[src/rtl/crc_pkg.sv]
// Shared definitions for the serial CRC engine: FSM encoding and stock polynomials.
package crc_pkg;

  typedef enum logic [1:0] {
    IDLE  = 2'd0,
    SHIFT = 2'd1,
    DONE  = 2'd2
  } state_t;

  // Generator polynomials without the implicit top term.
  localparam logic [3:0]  CRC4  = 4'h3;
  localparam logic [7:0]  CRC8  = 8'h07;
  localparam logic [15:0] CRC16 = 16'h1021;

endpackage

[src/rtl/crc_lfsr_step.sv]
// One-bit Galois LFSR update: feedback = msb ^ bit, shift left, xor in POLY on feedback.
module crc_lfsr_step #(
  parameter int unsigned      CRC_W = 4,
  parameter logic [CRC_W-1:0] POLY  = 4'h3
) (
  input  logic [CRC_W-1:0] crc_in,
  input  logic             bit_in,
  output logic [CRC_W-1:0] crc_out
);

  logic fb;

  // Single Galois step, purely combinational.
  always_comb begin
    fb      = crc_in[CRC_W-1] ^ bit_in;
    crc_out = {crc_in[CRC_W-2:0], 1'b0} ^ (fb ? POLY : '0);
  end

endmodule

[src/rtl/crc_serial_engine.sv]
// Bit-serial CRC generator/checker: captures a word on start, shifts it MSB first
// through a Galois LFSR, then reports the CRC (and a mismatch flag in check mode).
module crc_serial_engine
  import crc_pkg::*;
#(
  parameter int unsigned      DATA_W = 8,
  parameter int unsigned      CRC_W  = 4,
  parameter logic [CRC_W-1:0] POLY   = CRC_W'(CRC4),
  parameter logic [CRC_W-1:0] INIT   = '0
) (
  input  logic              clk,
  input  logic              rst,
  input  logic              start,
  input  logic              mode,
  input  logic [DATA_W-1:0] data_in,
  input  logic [CRC_W-1:0]  crc_in,
  output logic              busy,
  output logic              done,
  output logic              write_mem_en,
  output logic [CRC_W-1:0]  crc_out,
  output logic              error
);

  localparam int unsigned      CNT_W    = $clog2(DATA_W + 1);
  localparam logic [CNT_W-1:0] CNT_LAST = CNT_W'(DATA_W - 1);

  state_t             state_q, state_d;
  logic [CNT_W-1:0]   cnt_q;
  logic [DATA_W-1:0]  data_q;
  logic               mode_q;
  logic [CRC_W-1:0]   crc_ref_q;
  logic [CRC_W-1:0]   crc_q;
  logic [CRC_W-1:0]   crc_next;
  logic [CRC_W-1:0]   crc_out_q;
  logic               error_q;
  logic               last_bit;

  assign last_bit = (cnt_q == CNT_LAST);

  crc_lfsr_step #(
    .CRC_W (CRC_W),
    .POLY  (POLY)
  ) u_step (
    .crc_in  (crc_q),
    .bit_in  (data_q[DATA_W-1]),
    .crc_out (crc_next)
  );

  // State register.
  always_ff @(posedge clk or posedge rst) begin
    if (rst) state_q <= IDLE;
    else     state_q <= state_d;
  end

  // Next-state logic: start only matters in IDLE, DONE always falls back to IDLE.
  always_comb begin
    state_d = state_q;
    unique case (state_q)
      IDLE:    if (start)    state_d = SHIFT;
      SHIFT:   if (last_bit) state_d = DONE;
      DONE:    state_d = IDLE;
      default: state_d = IDLE;
    endcase
  end

  // Capture, bit counter, working CRC and result registers.
  // Result and mismatch flag are registered on SHIFT->DONE so both are valid with done.
  always_ff @(posedge clk or posedge rst) begin
    if (rst) begin
      cnt_q     <= '0;
      data_q    <= '0;
      mode_q    <= 1'b0;
      crc_ref_q <= '0;
      crc_q     <= '0;
      crc_out_q <= '0;
      error_q   <= 1'b0;
    end else begin
      unique case (state_q)
        IDLE: begin
          cnt_q <= '0;
          if (start) begin
            data_q    <= data_in;
            mode_q    <= mode;
            crc_ref_q <= crc_in;
            crc_q     <= INIT;
            error_q   <= 1'b0;
          end
        end
        SHIFT: begin
          crc_q  <= crc_next;
          data_q <= data_q << 1;
          if (last_bit) begin
            cnt_q     <= '0;
            crc_out_q <= crc_next;
            error_q   <= mode_q && (crc_next != crc_ref_q);
          end else begin
            cnt_q <= cnt_q + 1'b1;
          end
        end
        default: cnt_q <= '0;
      endcase
    end
  end

  assign busy         = (state_q == SHIFT);
  assign done         = (state_q == DONE);
  assign write_mem_en = done && !mode_q;
  assign crc_out      = crc_out_q;
  assign error        = error_q;

endmodule

[config.mk]
export PLATFORM = sky130hd
export DESIGN_NAME = crc_serial_engine
export DESIGN_NICKNAME = d
export VERILOG_FILES = /design/src/rtl/crc_pkg.sv /design/src/rtl/crc_lfsr_step.sv /design/src/rtl/crc_serial_engine.sv
export SDC_FILE = /design/constraint.sdc
export NUM_CORES = 1
export LEC_CHECK = 0
export ABC_CLOCK_PERIOD_IN_PS = 1600
export BUFFER_PORTS_ARGS = -buffer_cell sky130_fd_sc_hd__buf_2
export CELL_PAD_IN_SITES_DETAIL_PLACEMENT = 1
export CELL_PAD_IN_SITES_GLOBAL_PLACEMENT = 1
export CORE_ASPECT_RATIO = 1.75
export CORE_MARGIN = 2
export CORE_UTILIZATION = 37
export CTS_CLUSTER_SIZE = 28
export DETAILED_ROUTE_END_ITERATION = 8
export HOLD_SLACK_MARGIN = 0.02
export PLACE_DENSITY = 0.79
export SYNTH_ARGS = -nofsm -noshare
export SYNTH_HDL_FRONTEND = slang
export SYNTH_SLANG_ARGS = --single-unit
[constraint.sdc]
create_clock -name clk -period 1.6 [get_ports clk]
set_clock_uncertainty 0.15 [all_clocks]
set_input_delay 0.4 -clock clk [delete_from_list [all_inputs] [get_ports clk]]
set_output_delay 0.4 -clock clk [all_outputs]
set_load 0.01 [all_outputs]
==> results of run 1 <==
## through the flow
stage                     util (%)  setup slack [ns]  setup TNS (ns)  instance area [um2]
after floorplan                  -           0.07293               0                 1250
after global placement       45.98           0.08305               0                 1460
after detailed placement     45.98           0.01572               0                 1460
after CTS                    49.57          -0.05036        -0.05653                 1574
after global routing         50.75          -0.09600         -0.1753                 1612
final                        50.75          -0.05284        -0.05729                 1612
## state kept, by name, summed over array words and instances (netlist names)
register	flops
error	1
data_q	8
crc_out	4
crc_q	4
mode_q	1
crc_ref_q	4
state_q	2
cnt_q	4
## kinds of logic (layout without fill, tap and decap cells)
logic type               Yosys count  count (layout)  synth area share (%)
multiplexers                       4               4                 3.614
AND/OR/NAND/NOR                   44              44                 17.37
AO/OA/AOI/OAI                     31              31                 15.56
flip-flops                        28              28                 56.22
adder cells (fa/ha/maj)            1               1                 1.004
buffers and inverters              6              42                 2.009
XOR/XNOR                           6               6                 4.217
## path summary, 6_finish.rpt
check,startpoint,end,slack [ns],cells past startpoint
worst min register to register,crc_out[3]$_DFFE_PP0P_,crc_out[3]$_DFFE_PP0P_,0.36,1
max in group asynchronous,rst,data_q[6]$_DFFE_PP0P_,1.01,3
worst max-delay path,state_q[1]$_DFFE_PP0P_,write_mem_en,-0.05,3
min in group clk,crc_in[3],crc_ref_q[3]$_DFFE_PP0P_,0.16,3
worst min-delay path,rst,crc_out[2]$_DFFE_PP0P_,0.03,3
worst max register to register,cnt_q[0]$_DFF_PP0_,crc_out[1]$_DFFE_PP0P_,0.04,4
## what timing repair did
action                                  4_1_cts  5_1_grt
pin swaps                                     0        1
setup buffers                                 2        3
hold buffers                                  0        0
gates cloned                                  0        0
gates resized for setup                       6        5
endpoints found under the setup margin        5        8
## final cells by class
type | count | share of cell area, %
sequential | 28 | 43.48
multi-input combinational | 86 | 34.32
timing repair buffer | 36 | 13.82
tap | 43 | 3.339
clock buffer | 3 | 2.562
clock inverter | 1 | 1.863
inverter | 2 | 0.6211
## critical path, cell delays in order (launching register included)
cell	delay, ns
dfrtp_1	0.39
nor2b_4	0.18
nor2b_1	0.12
buf_2	0.13
## cell usage after synthesis
cell       n
nor2b_1   11
nand3_1    2
o21ai_0    8
o21bai_1   1
mux2_2     4
dfrtp_1   28
clkbuf_1   2
and2_1     1
nand2b_1   2
a21oi_1    9
a22oi_1    7
nor3_1     1
ha_1       1
nor2_1     3
nand2_1   20
xnor2_1    1
nand3b_1   1
a211oi_1   1
nor2_2     1
inv_1      2
a22o_1     4
buf_2      2
or3_1      1
o22ai_1    1
and2b_1    1
xor2_1     5
## routing by layer
metal  track usage, %  vias up
li1                 -      480
met2            32.80       18
met1            23.44      514
met3            2.000        6
met4            6.486        0
met5                0        -
## power groups by stage
stage	Combinational (mW)	Clock, mW	Sequential (mW)
floorplan	0.653	0	1.21
global placement	0.955	0	1.23
detailed placement	1.01	0	1.26
CTS	1.11	0.570	1.25
global route	1.31	0.596	1.27
finish	1.19	0.555	1.23
==> flow_summary_export.csv, run 1 <==
group,metric,value,unit
pwr,p_per_area,1847,nW/um2
synth,ys_ff_latch,28,
placement,gp_congestion,0.7789,
routing,wl_per_cell,16.13,um
grt,antenna_found_initial,0,
routing,dr.pass1.iters,3,
synth,synth_cell_types,26,
setup_path,cp-end-kind,"primary output",
routing,top_layer_used,"met4",
hold_path,hp-class,"in2async",
finish,layout_common_cells,"28 x dfrtp_1, 22 x buf_2, 20 x nand2_1",
finish,final_common_cell,"dfrtp_1",
routing,vias,1018,
routing,drt-met1-wl,1267,um
routing,drtAntennaViolNets,0,
synth,synth_top_area_share,56.22,%
finish,area_delta_synth_final,29.32,%
grt,grt_pass1_wl,5223,um
clocking,cts_tree,"done",
pwr,p_sw,1.052,mW
timing,hold_violations,0,
placement,dpl.hpwl,2283,um
pwr,p_clk_share,18.6,%
synth,syn_inst,120,
pwr,leakagePower,0.7823,nW
placement,placed_cells,190,
clocking,htree_levels,1,
synth,avgSynthCellArea,10.38,um2
routing,vias_per_cell,5.116,
setup_path,cp_max_fo,3,
clocking,clkTransAtPathRegs,0.09,ns
run,cap_violations,0,
pwr,switching_share,35.34,%
finish,register_area,700.7,um2
synth,syn_area,1246,um2
routing,drc,0,
die,pin_count,24,
placement,portBuffers,23,
clocking,cts_buffers,3,
pwr,internal_power,1.924,mW
die,dieWidth,47.87,um
finish,final_cells,199,
timing,period_share,103.3,%
synth,yosysSeqAreaShare,56.22,%
die,core_area,3176,um2
finish,n_antenna_cell,0,
setup_path,critPathRequiredTime,1.05,ns
setup_path,start_kind,"register",
finish,multi_input_area,553.0,um2
setup_path,crit_type,"reg2out",
pwr,p_seq_share,41.4,%
timing,rsz0062_at_grt,"true",
die,fp-row-count,27,
synth,synthesis.nets,137,
grt,grt-ovfl-total,0,
status,violations,"negative setup slack",
synth,synth_area_leader_cell,"dfrtp_1",
timing,worstMarginPinSlew,0.4392,ns
pwr,p_total,2.976,mW
timing,postLayoutSetupSlackWorst,-0.05284,ns
die,die_area,3867,um2
die,initial_core_util,39.24,%
clocking,cts_root_buf,"clkbuf_8",
timing,report.final.slew_viol_count,0,
timing,fin_crit,1.653,ns
timing,relSlewSlack,70.66,%
status,status,"complete, but fails checks",
routing,wl_met2,1806,um
clocking,cts.sinks,28,
synth,synth_warnings,0,
finish,n_fill_cell,387,
timing,finalSetupViolations,2,
routing,first_iter_violations,19,
clocking,clk_latency,0.27,ns
finish,drive_above_1_share,33.33,%
timing,fmax,0.6050,GHz
grt,track_usage,19.00,%
die,die_h,80.78,um
grt,grt_pass1_vias,1087,
synth,yosys-top-cells-area,"dfrtp_1 56%, nand2_1 6.0%, nor2b_1 5.5%",
pwr,irDropWorstVdd,0.8742,mV
timing,holdWs,0.02776,ns
pwr,share_comb_of_total_power,39.9,%
grt,grt_max_degree,29,
routing,wl_met3,75,um
routing,drt-total-wl,3210,um
setup_path,critPathArrivalTime,1.10,ns
finish,fin_nets,174,
clocking,cts_buffer_depth,2,
(Power assumes the default switching activity.)
==> run 2, diff against run 1 <==
==> constraint.sdc (replaced) <==
create_clock -name clk -period 1.6 [get_ports clk]
set_clock_uncertainty 0.15 [all_clocks]
set_input_delay 0.24 -clock clk [delete_from_list [all_inputs] [get_ports clk]]
set_output_delay 0.24 -clock clk [all_outputs]
set_load 0.01 [all_outputs]
==> flow_summary_export.csv, run 2 (same netlist as run 1, synthesis figures left out) <==
group,metric,value,unit
status,status,"finished clean",
hold_path,hp-class,"in2reg",
clocking,cts_root_buf,"clkbuf_8",
timing,holdWs,0.1003,ns
finish,max_flop_register,"data_q",
hold_path,holdPathEnd,"data_q[5]$_DFFE_PP0P_",
routing,drtAntennaViolNets,0,
grt,grt_pass1_wl,5333,um
routing,wl_per_cell,16.03,um
timing,relSlewSlack,75.57,%
die,dieWidth,47.87,um
die,die_h,80.78,um
finish,fin_nets,184,
pwr,irDropWorstVdd,0.8995,mV
timing,tns,0,ns
setup_path,worstRegToRegCells,4,
setup_path,critPathRequiredTime,1.61,ns
grt,antenna_found_initial,0,
setup_path,critPathArrivalTime,1.56,ns
routing,drt-total-wl,3350,um
finish,drive_above_1_share,32.53,%
timing,report.final.slew_viol_count,0,
setup_path,r2r_start,"data_q[7]$_DFFE_PP0P_",
grt,grt-ovfl-total,0,
finish,layout_common_cells,"28 x dfrtp_1, 22 x buf_2, 20 x nand2_1",
run,cap_violations,0,
routing,vias_per_cell,5.115,
timing,fin_crit,1.549,ns
finish,largest_register_ffs,8,
clocking,htree_levels,1,
pwr,p_per_area,1712,nW/um2
pwr,leakagePower,0.8253,nW
timing,rsz0062_at_grt,"true",
placement,gp_congestion,0.7748,
clocking,clk_latency,0.27,ns
setup_path,cp_max_fo,2,
hold_path,worstHoldStart,"data_in[5]",
timing,worstMarginPinSlew,0.3665,ns
die,fp-row-count,27,
clocking,cts_buffers,3,
timing,fmax,0.6456,GHz
hold_path,hold_depth,3,
placement,dpl.hpwl,2256,um
clocking,cts.sinks,28,
die,pin_count,24,
timing,period_share,96.80,%
finish,n_antenna_cell,0,
clocking,cts_buffer_depth,2,
finish,stdcell_area,1693,um2
clocking,clkTransAtPathRegs,0.09,ns
routing,drc,0,
finish,final_common_cell,"dfrtp_1",
setup_path,r2r_setup_slack,0.05,ns
grt,track_usage,19.37,%
timing,finalSetupViolations,0,
routing,dr.pass1.iters,4,
finish,area_delta_synth_final,35.84,%
die,die_area,3867,um2
setup_path,cp-end-kind,"register",
grt,grt_pass1_vias,1164,
die,initial_core_util,39.24,%
setup_path,reg2reg_to,"error$_DFFE_PP0P_",
timing,hold_violations,0,
routing,first_iter_violations,31,
clocking,cts_tree,"done",
setup_path,crit_type,"reg2reg",
setup_path,start_kind,"register",
routing,vias,1069,
grt,grt_max_degree,29,
placement,portBuffers,23,
pwr,p_total,2.899,mW
die,core_area,3176,um2
placement,placed_area,1473,um2
## run 2: through the flow
| step | setup WS [ns] | util [%] | std cells |
|---|---|---|---|
| finish | 0.05116 | 53.31 | 209 |
| global route | -0.02131 | 53.31 | 209 |
| CTS | 0.005631 | 51.02 | 205 |
| detailed placement | 0.04509 | 46.38 | 192 |
| global placement | 0.08544 | 46.38 | 192 |
| floorplan | 0.07293 | - | 120 |
## run 2: critical path, cell delays in order (launching register included)
cell      delay (ns)
dfrtp_1         0.41
xor2_1          0.18
or3_1           0.35
a211oi_1        0.24
o22ai_1         0.12
## run 2: report_power, final
group | internal (mW) | total, mW | switching, mW
Clock | 0.220 | 0.439 | 0.218
Combinational | 0.628 | 1.21 | 0.587
Sequential | 1.00 | 1.25 | 0.243
Total | 1.85 | 2.90 | 1.05
## run 2: layout make-up
class                   count  area (um2)
clock buffers               4       55.05
repair buffers             46       320.3
multi-input cells          86       555.5
fillers                   372        1483
inverters                   2       7.507
well taps                  43       53.80
flip-flops and latches     28       700.7
## run 2: timing repair
action | 4_1_cts | 5_1_grt
endpoints found under the setup margin | 2 | 9
buffers inserted | 3 | 4
gates resized for setup | 4 | 11
hold buffers | 6 | 0
cloned | 0 | 0
hold endpoints to repair | 33 | 0
## run 2: how the worst max path moves through the flow
stage	start	to
floorplan	data_q[7]$_DFFE_PP0P_	error$_DFFE_PP0P_
global placement	cnt_q[0]$_DFF_PP0_	crc_out[1]$_DFFE_PP0P_
detailed placement	cnt_q[0]$_DFF_PP0_	crc_out[3]$_DFFE_PP0P_
CTS	state_q[0]$_DFFE_PP0P_	write_mem_en
global route	cnt_q[0]$_DFF_PP0_	crc_out[3]$_DFFE_PP0P_
finish	data_q[7]$_DFFE_PP0P_	error$_DFFE_PP0P_
## run 2: layer usage
| metal | wire [um] | global-route usage [%] |
|---|---|---|
| met3 | 89 | 2.222 |
| met2 | 1952 | 34.13 |
| met1 | 1275 | 23.09 |
| met4 | 33 | 6.486 |
| met5 | 0 | 0 |
==> run 3, diff against run 2 <==
ABC_CLOCK_PERIOD_IN_PS = 1630   (was 1600)
CORE_UTILIZATION = 41   (was 37)
PLACE_DENSITY = 0.83   (was 0.79)
SKIP_LAST_GASP = 1   (was default)
clock period = 1.63 ns   (was 1.6 ns; I/O delays follow)
==> flow_summary_export.csv, run 3 (same netlist as run 1, synthesis figures left out) <==
group,metric,value,unit
die,initial_core_util,43.04,%
routing,first_iter_violations,18,
pwr,leakagePower,0.8055,nW
placement,placed_cells,176,
placement,post-place-ws,0.01080,ns
timing,period_share,98.75,%
pwr,p_per_area,1720,nW/um2
clocking,cts_root_buf,"clkbuf_8",
grt,grt_pass1_wl,5333,um
clocking,cts_buffer_depth,2,
die,die_area,3514,um2
grt,track_usage,20.60,%
routing,dr.pass1.iters,4,
pwr,irDropWorstVdd,0.7680,mV
finish,utilization,56.14,%
timing,postLayoutSetupSlackWorst,0.02043,ns
grt,grt_pass1_vias,1180,
die,fp-row-count,26,
timing,holdWs,0.01646,ns
routing,drtAntennaViolNets,0,
placement,portBuffers,23,
timing,report.final.slew_viol_count,0,
finish,area_delta_synth_final,30.42,%
finish,final_common_cell,"dfrtp_1",
timing,relSlewSlack,74.28,%
clocking,htree_levels,1,
timing,fmax,0.6213,GHz
setup_path,critPathArrivalTime,1.62,ns
die,pin_count,24,
clocking,cts.sinks,28,
clocking,clkTransAtPathRegs,0.09,ns
timing,hold_violations,0,
placement,dpl.hpwl,2202,um
status,status,"finished clean",
finish,max_flop_register,"data_q",
die,die_h,76.93,um
timing,finalSetupViolations,0,
clocking,cts_buffers,3,
routing,wl_per_cell,17.39,um
timing,fin_crit,1.610,ns
setup_path,critPathRequiredTime,1.64,ns
finish,drive_above_1_share,33.54,%
clocking,cts_tree,"done",
finish,n_antenna_cell,0,
timing,worstMarginPinSlew,0.3849,ns
die,core_area,2895,um2
routing,drc,0,
setup_path,cp_max_fo,5,
grt,grt-ovfl-total,0,
setup_path,crit_type,"reg2reg",
finish,layout_common_cells,"28 x dfrtp_1, 23 x buf_2, 20 x nand2_1",
die,dieWidth,45.68,um
routing,vias_per_cell,5.651,
setup_path,start_kind,"register",
grt,antenna_found_initial,0,
setup_path,cp-end-kind,"register",
grt,grt_max_degree,29,
routing,vias,1085,
clocking,clk_latency,0.28,ns
placement,gp_congestion,0.7243,
finish,largest_register_ffs,8,
hold_path,hp-class,"in2reg",
finish,fin_nets,183,
routing,drt-total-wl,3339,um
run,cap_violations,0,
finish,final_cells,192,
[run 3: changes by cell type in the layout (fill, tap and decap cells not counted), moves of 2 or more]
cell | previous run | this run
mux2_4 | 4 | 0
mux2_2 | 0 | 4
buf_4 | 14 | 17
buf_6 | 4 | 2
dlygate4sd3_1 | 6 | 3
[run 3: timing repair]
item	CTS	global route
endpoints found under the hold margin	30	0
resized for setup	6	4
setup buffers	0	10
setup endpoints to repair	4	7
cloned	0	0
pin swaps	0	5
hold buffers	3	0
[run 3: report_power, final]
group | total (mW) | internal (mW) | switching, mW
clock | 0.372 | 0.166 | 0.206
combinational | 1.21 | 0.605 | 0.602
sequential | 1.22 | 0.985 | 0.232
[run 3: critical path, stage by stage, from the launching register on]
cell and delay (ns):
dfrtp_1 0.38, ha_2 0.20, nand3b_1 0.16, nor2_4 0.24, mux2_2 0.37
[run 3: stage by stage]
step	power, mW	cell area [um2]	setup TNS (ns)
3_5_place_dp	2.224	1446	0
3_3_place_gp	2.149	1446	0
2_1_floorplan	1.825	1246	0
6_report	2.795	1625	0
4_1_cts	2.662	1538	-0.01593
5_1_grt	2.988	1625	-0.04864
[run 3: area by class of cell]
| cell class | count | area [um2] |
|---|---|---|
| fill | 349 | 1270 |
| sequential | 28 | 700.7 |
| multi-input combinational | 86 | 543.0 |
| timing repair buffer | 45 | 295.3 |
| clock buffer | 3 | 41.29 |
| tap | 28 | 35.03 |
| inverter | 2 | 10.01 |
[run 3: final timing paths]
check,from,endpoint,slack (ns),depth (start not counted)
min in group asynchronous,rst,cnt_q[3]$_DFF_PP0_,0.42,4
max,cnt_q[1]$_DFF_PP0_,crc_out[0]$_DFFE_PP0P_,0.02,4
min,crc_in[3],crc_ref_q[3]$_DFFE_PP0P_,0.02,3
max reg2reg,cnt_q[1]$_DFF_PP0_,crc_out[0]$_DFFE_PP0P_,0.02,4
max in group asynchronous,rst,data_q[4]$_DFFE_PP0P_,0.64,4
min reg2reg,crc_out[2]$_DFFE_PP0P_,crc_out[2]$_DFFE_PP0P_,0.36,1
[run 3: metal layers]
layer  wire length, um  part of all wire, %  track usage [%]  up-vias
met5                 0                    0                0        -
met4                53                  1.6            7.941        0
met3                81                  2.4            2.118        5
met2              1971                   59            37.32       22
met1              1232                   37            22.78      561
li1                  -                    -                -      497
